==> config.mk <==
export PLATFORM = sky130hd
export DESIGN_NAME = mvp_issue_ctrl
export DESIGN_NICKNAME = d
export VERILOG_FILES = /design/src/rtl/mvp_pkg.sv /design/src/rtl/vec4_fifo.sv /design/src/rtl/mvp_issue_ctrl.sv
export SDC_FILE = /design/constraint.sdc
export NUM_CORES = 1
export LEC_CHECK = 0
export BUFFER_PORTS_ARGS = -buffer_cell sky130_fd_sc_hd__buf_2
export CAP_MARGIN = 20
export CORE_AREA = 2 2 609 611
export CTS_BUF_LIST = sky130_fd_sc_hd__clkbuf_8
export CTS_CLUSTER_DIAMETER = 50
export CTS_CLUSTER_SIZE = 30
export DETAILED_ROUTE_END_ITERATION = 12
export DIE_AREA = 0 0 611 613
export GPL_ROUTABILITY_DRIVEN = 0
export PLACE_DENSITY = 0.35
export SETUP_SLACK_MARGIN = 0.4
export SYNTH_ARGS = -nofsm -noshare
export SYNTH_HDL_FRONTEND = slang
export SYNTH_SLANG_ARGS = --single-unit
==> constraint.sdc <==
create_clock -name clk_in -period 29.2 [get_ports clk_in]
set_input_delay 2.92 -clock clk_in [delete_from_list [all_inputs] [get_ports clk_in]]
set_output_delay 2.92 -clock clk_in [all_outputs]
set_load 0.1 [all_outputs]
==> src/rtl/mvp_pkg.sv <==
// Shared types and constants for the MVP transform issue controller.
// The optional WAIT timeout is built only when MM_TIMEOUT_EN is defined.
package mvp_pkg;

    localparam logic [31:0] FLOAT_ONE = 32'h3F800000;

    // Element [0] is x (or row 0); element [3] is w (or row 3).
    typedef logic [3:0][31:0] vec4_t;
    typedef vec4_t [3:0]      mat4_t;

    typedef enum logic [1:0] {
        IDLE  = 2'd0,
        ISSUE = 2'd1,
        WAIT  = 2'd2,
        WRITE = 2'd3
    } state_t;

endpackage

==> src/rtl/vec4_fifo.sv <==
// Result queue of vec4 words: wrap-around pointers, simultaneous push/pop at
// any fill level, pop-when-empty ignored, head forced to zero when empty.
module vec4_fifo
    import mvp_pkg::*;
#(
    parameter int DEPTH = 4
) (
    input  logic                         clk_in,
    input  logic                         rst_n_in,
    input  logic                         push_in,
    input  logic                         pop_in,
    input  vec4_t                        data_in,
    output vec4_t                        data_out,
    output logic [$clog2(DEPTH+1)-1:0]   count_out,
    output logic                         full_out,
    output logic                         empty_out
);

    localparam int CW = $clog2(DEPTH + 1);
    localparam int PW = $clog2(DEPTH);

    vec4_t         mem [DEPTH];
    logic [PW-1:0] wr_ptr_q, wr_ptr_d;
    logic [PW-1:0] rd_ptr_q, rd_ptr_d;
    logic [CW-1:0] count_q, count_d;
    logic          do_push, do_pop;

    assign empty_out = (count_q == '0);
    assign full_out  = (count_q == CW'(DEPTH));
    assign count_out = count_q;
    assign data_out  = empty_out ? '0 : mem[rd_ptr_q];

    // A push into a full queue is only taken when the head leaves in the same cycle.
    assign do_pop  = pop_in && !empty_out;
    assign do_push = push_in && (!full_out || do_pop);

    always_comb begin
        wr_ptr_d = do_push ? wr_ptr_q + PW'(1) : wr_ptr_q;
        rd_ptr_d = do_pop  ? rd_ptr_q + PW'(1) : rd_ptr_q;
        count_d  = count_q;
        if (do_push && !do_pop) begin
            count_d = count_q + CW'(1);
        end else if (!do_push && do_pop) begin
            count_d = count_q - CW'(1);
        end
    end

    always_ff @(posedge clk_in or negedge rst_n_in) begin
        if (!rst_n_in) begin
            wr_ptr_q <= '0;
            rd_ptr_q <= '0;
            count_q  <= '0;
        end else begin
            wr_ptr_q <= wr_ptr_d;
            rd_ptr_q <= rd_ptr_d;
            count_q  <= count_d;
        end
    end

    always_ff @(posedge clk_in) begin
        if (do_push) begin
            mem[wr_ptr_q] <= data_in;
        end
    end

endmodule

==> src/rtl/mvp_issue_ctrl.sv <==
// Issues one vertex at a time to the 4x4 transform unit and queues its results.
// Define MM_TIMEOUT_EN to abandon a vertex after MAX_WAIT cycles in WAIT.
module mvp_issue_ctrl
    import mvp_pkg::*;
#(
    parameter int DEPTH = 4
`ifdef MM_TIMEOUT_EN
    , parameter int MAX_WAIT = 64
`endif
) (
    input  logic   clk_in,
    input  logic   rst_n_in,
    input  logic   mat_load_in,
    input  mat4_t  mat_in,
    output logic   mat_ready_out,
    input  logic   vert_valid_in,
    output logic   vert_ready_out,
    input  vec4_t  vert_in,
    output logic   mm_valid_out,
    output mat4_t  mm_mat_out,
    output vec4_t  mm_vec_out,
    input  logic   mm_valid_in,
    input  vec4_t  mm_result_in,
    output logic   res_valid_out,
    input  logic   res_ready_in,
    output vec4_t  res_out,
    output logic   busy_out,
    output logic   stray_out,
    output logic   timeout_err_out
);

    logic [1:0] rst_sync_q, rst_sync_d;
    logic       rst_n_int;

    state_t state_q, state_d;
    mat4_t  mat_q, mat_d;
    vec4_t  vec_q, vec_d;
    vec4_t  res_q, res_d;
    logic   mm_valid_q, mm_valid_d;
    logic   stray_q, stray_d;
    logic   fifo_push, fifo_full, fifo_empty;
    logic   timed_out;
    logic [$clog2(DEPTH+1)-1:0] fifo_count;

    // Reset asserts immediately but releases two clocks after rst_n_in rises.
    assign rst_sync_d = {rst_sync_q[0], 1'b1};
    assign rst_n_int  = rst_sync_q[1];

    always_ff @(posedge clk_in or negedge rst_n_in) begin
        if (!rst_n_in) begin
            rst_sync_q <= '0;
        end else begin
            rst_sync_q <= rst_sync_d;
        end
    end

    assign mat_ready_out  = rst_n_int && (state_q == IDLE);
    assign vert_ready_out = mat_ready_out && !mat_load_in && !fifo_full;
    assign mm_valid_out   = mm_valid_q;
    assign mm_mat_out     = mat_q;
    assign mm_vec_out     = vec_q;
    assign stray_out      = stray_q;
    assign res_valid_out  = !fifo_empty;
    assign busy_out       = (state_q != IDLE) || (fifo_count != '0);

`ifdef MM_TIMEOUT_EN
    localparam int WCW = $clog2(MAX_WAIT + 1);

    logic [WCW-1:0] wait_cnt_q, wait_cnt_d;
    logic           timeout_q, timeout_d;

    assign timed_out       = (state_q == WAIT) && !mm_valid_in && (wait_cnt_q == WCW'(MAX_WAIT - 1));
    assign wait_cnt_d      = (state_q == WAIT) ? wait_cnt_q + WCW'(1) : '0;
    assign timeout_d       = timeout_q || timed_out;
    assign timeout_err_out = timeout_q;

    always_ff @(posedge clk_in or negedge rst_n_int) begin
        if (!rst_n_int) begin
            wait_cnt_q <= '0;
            timeout_q  <= 1'b0;
        end else begin
            wait_cnt_q <= wait_cnt_d;
            timeout_q  <= timeout_d;
        end
    end
`else
    assign timed_out       = 1'b0;
    assign timeout_err_out = 1'b0;
`endif

    always_comb begin
        state_d    = state_q;
        mat_d      = mat_q;
        vec_d      = vec_q;
        res_d      = res_q;
        mm_valid_d = 1'b0;
        fifo_push  = 1'b0;
        stray_d    = mm_valid_in && (state_q != WAIT);
        case (state_q)
            IDLE: begin
                if (mat_load_in && mat_ready_out) begin
                    mat_d = mat_in;
                end else if (vert_valid_in && vert_ready_out) begin
                    vec_d      = vert_in;
                    mm_valid_d = 1'b1;
                    state_d    = ISSUE;
                end
            end
            ISSUE: state_d = WAIT;
            WAIT: begin
                if (mm_valid_in) begin
                    res_d   = mm_result_in;
                    state_d = WRITE;
                end else if (timed_out) begin
                    state_d = IDLE;
                end
            end
            WRITE: begin
                fifo_push = 1'b1;
                state_d   = IDLE;
            end
            default: state_d = IDLE;
        endcase
    end

    always_ff @(posedge clk_in or negedge rst_n_int) begin
        if (!rst_n_int) begin
            state_q    <= IDLE;
            mat_q      <= '0;
            vec_q      <= '0;
            res_q      <= '0;
            mm_valid_q <= 1'b0;
            stray_q    <= 1'b0;
        end else begin
            state_q    <= state_d;
            mat_q      <= mat_d;
            vec_q      <= vec_d;
            res_q      <= res_d;
            mm_valid_q <= mm_valid_d;
            stray_q    <= stray_d;
        end
    end

    vec4_fifo #(
        .DEPTH(DEPTH)
    ) u_res_fifo (
        .clk_in    (clk_in),
        .rst_n_in  (rst_n_int),
        .push_in   (fifo_push),
        .pop_in    (res_ready_in),
        .data_in   (res_q),
        .data_out  (res_out),
        .count_out (fifo_count),
        .full_out  (fifo_full),
        .empty_out (fifo_empty)
    );

endmodule

==> results.yml <==
placement:
  port_buffers: 1547
  place_ws_ns: 22.24
  dp_hpwl_mm: 195
  placed_cells: 8794
final_layout:
  multi_input_area_um2: 12700
  ff_latch_area_um2: 34900
  fillers: 40200
  stdcell_count: 9248
  final_cell_mix: "1547 x buf_2, 778 x dfrtp_1, 670 x mux2_2"
  nNetsFinal: 4953
  fin_util_pct: 18.2
  drive_gt1_share_pct: 63.9
  final_common_cell: "buf_2"
  syn_to_final_growth_pct: 37.4
timing:
  fin_worst_skew_ns: 0.114
  slew_viol_final: 0
  hold_viol: 0
  fin_crit_sh_pct: 25.5
  tns_ns: 0
  rsz0062_at_grt: "no"
  fmax_ghz: 0.134
  tightest_slew_ns: 1.05
  worst_slew_margin_rel_pct: 29.7
  finalCriticalPeriod_ns: 7.46
  worst_slack_ns: 21.74
  setup_viol: 0
synth:
  ys_ff_latch: 1293
  synth_ff_type: "dfrtp_1"
  netlist_instances: 2497
  syn_avg_cell_area_um2: 19.5
  async_flop_share_pct: 60.4
  synth_warnings: 0
  synth-edff-count: 512
  syn_nets: 3281
  netlist_area_um2: 48700
  ys_seq_area_share_pct: 71.6
  yosysUniqueCellTypes: 30
cts:
  ctsResizeCount: 0
  clk_pin_slew_ns: 0.07
  cts_buffers: 210
  cts_root_buf: "clkbuf_8"
  cts_hold_buf: 0
  post_cts_buffers: 0
  clkSinkCount: 1293
  htree_levels: 4
  clock_latency_ns: 1.04
  cts_tree: "yes"
  clockBufferDepth: 4
critical_path:
  crit_fanout: 36
  crit_type: "register to output pin"
  cp_slowest_cell: "dfrtp_4"
  cp_cell_sequence: "buf_4 > buf_4 > mux4_2 > and2_1 > buf_2"
  start_kind: "register"
  critPathBufInv: 3
  arrival_ns: 4.54
  cp_top_family: "buffers and inverters"
  max_stage_delay_ns: 0.89
  worstPathRequired_ns: 26.28
  endpoint_kind: "output pin"
  timing.critical_path.mode_cell: "buf_4"
route:
  drt_wl_total_mm: 246
  dr.pass1.iters: 5
  drc_errors: 0
  ant_nets: 0
  vias_per_cell: 3.32
  routedWlPerCell_um: 26.6
  drt_iter0_drc: 1686
  vias: 30700
run:
  cap_viol_max_count: 0
global_route:
  gr-total-overflow: 0
  grt_pass1_vias: 32300
  antenna_found_initial: 224
  grt_usage_pct: 12.6
  grt_pass1_wl_mm: 318
  grt_start_max_net_pins: 146
floorplan:
  core_um2: 368000
  ios: 1549
  start_util_pct: 13.3
  dieArea_um2: 375000
  chipHeight_um: 613
  die_w_um: 611
  fp-row-count: 223
outcome:
  status: "finished clean"
min_path:
  hp-class: "register to asynchronous set/reset pin"
## worst reg2reg max path, cell delays in order (launching register included)
cell and delay, ns:
dfrtp_4 0.64, buf_4 0.61, buf_4 0.62, buf_4 0.75, buf_4 0.65, buf_4 0.67, buf_4 0.81, buf_4 0.86
buf_4 0.80
## sequential cells by signal, indices dropped and copies added (netlist names)
signal / flops
rst_sync_q: 2
mm_vec_out: 128
mm_mat_out: 512
state_q: 2
u_res_fifo.mem: 512
u_res_fifo.wr_ptr_q: 2
stray_out: 1
u_res_fifo.rd_ptr_q: 2
res_q: 128
mm_valid_out: 1
u_res_fifo.count_out: 3
## through the flow
step           instance area [µm²]  hold slack (ns)
3_5_place_dp                 61800            0.236
6_report                     67000            0.172
3_3_place_gp                 61800            0.229
2_1_floorplan                48700            0.331
5_1_grt                      66800            0.191
4_1_cts                      66800            0.183
## metal layers
layer | vias up | routed length, µm | GRT usage, %
li1 | 12800 | - | -
met1 | 15800 | 89300 | 14.1
met2 | 1357 | 119000 | 21.4
met3 | 555 | 24200 | 4.94
met4 | 160 | 12300 | 5.39
met5 | - | 1040 | 0
## cell type report
cell class | instances | share of cell area, %
antenna | 61 | 0.228
timing repair buffer | 1588 | 12.0
inverter | 7 | 0.0467
sequential | 1293 | 52.2
tap | 4837 | 9.04
clock inverter | 161 | 2.69
clock buffer | 232 | 4.77
multi-input combinational | 1069 | 19.0
## synth_stat cells, drive strengths merged, types with 2 or more instances
cell type | number | area share [%]
xor2 | 2 | 0.036
and2 | 133 | 1.7
ha | 9 | 0.23
nor2 | 3 | 0.023
nor3b | 2 | 0.054
conb | 2 | 0.015
inv | 7 | 0.054
nand2 | 5 | 0.044
mux2 | 770 | 18
edfxtp | 512 | 32
xnor2 | 4 | 0.072
dfrtp | 781 | 40
mux4 | 128 | 5.9
buf | 111 | 2.1
clkbuf | 17 | 0.13
o21ai | 2 | 0.021
## path summary, 6_finish.rpt
kind	from	to	slack, ns	cells past startpoint
min in group clk_in	rst_sync_q[0]$_DFF_PN0_	rst_sync_q[1]$_DFF_PN0_	0.43	0
max	u_res_fifo.rd_ptr_q[0]$_DFFE_PN0P_	res_out[25]	21.74	5
max reg2reg	rst_sync_q[1]$_DFF_PN0_	mm_mat_out[376]$_DFFE_PN0P_	22.73	8
max in group asynchronous	rst_sync_q[1]$_DFF_PN0_	mm_mat_out[376]$_DFFE_PN0P_	22.73	8
min	rst_sync_q[1]$_DFF_PN0_	mm_vec_out[5]$_DFFE_PN0P_	0.17	0
min reg2reg	rst_sync_q[1]$_DFF_PN0_	mm_vec_out[5]$_DFFE_PN0P_	0.17	0
## cell families after synthesis
group           count (synthesis)  share of synthesized area, %
compound gates                  3                        0.0359
xor+xnor                        6                         0.108
fa+ha+maj                      10                         0.272
buf+inv                       135                          2.32
flops                        1293                          71.6
mux                           899                          23.7
other cells                     2                        0.0154
simple gates                  149                          1.90
Power is not shown: default switching activity piles up to over one toggle a cycle in this logic, so the estimate is an artifact.
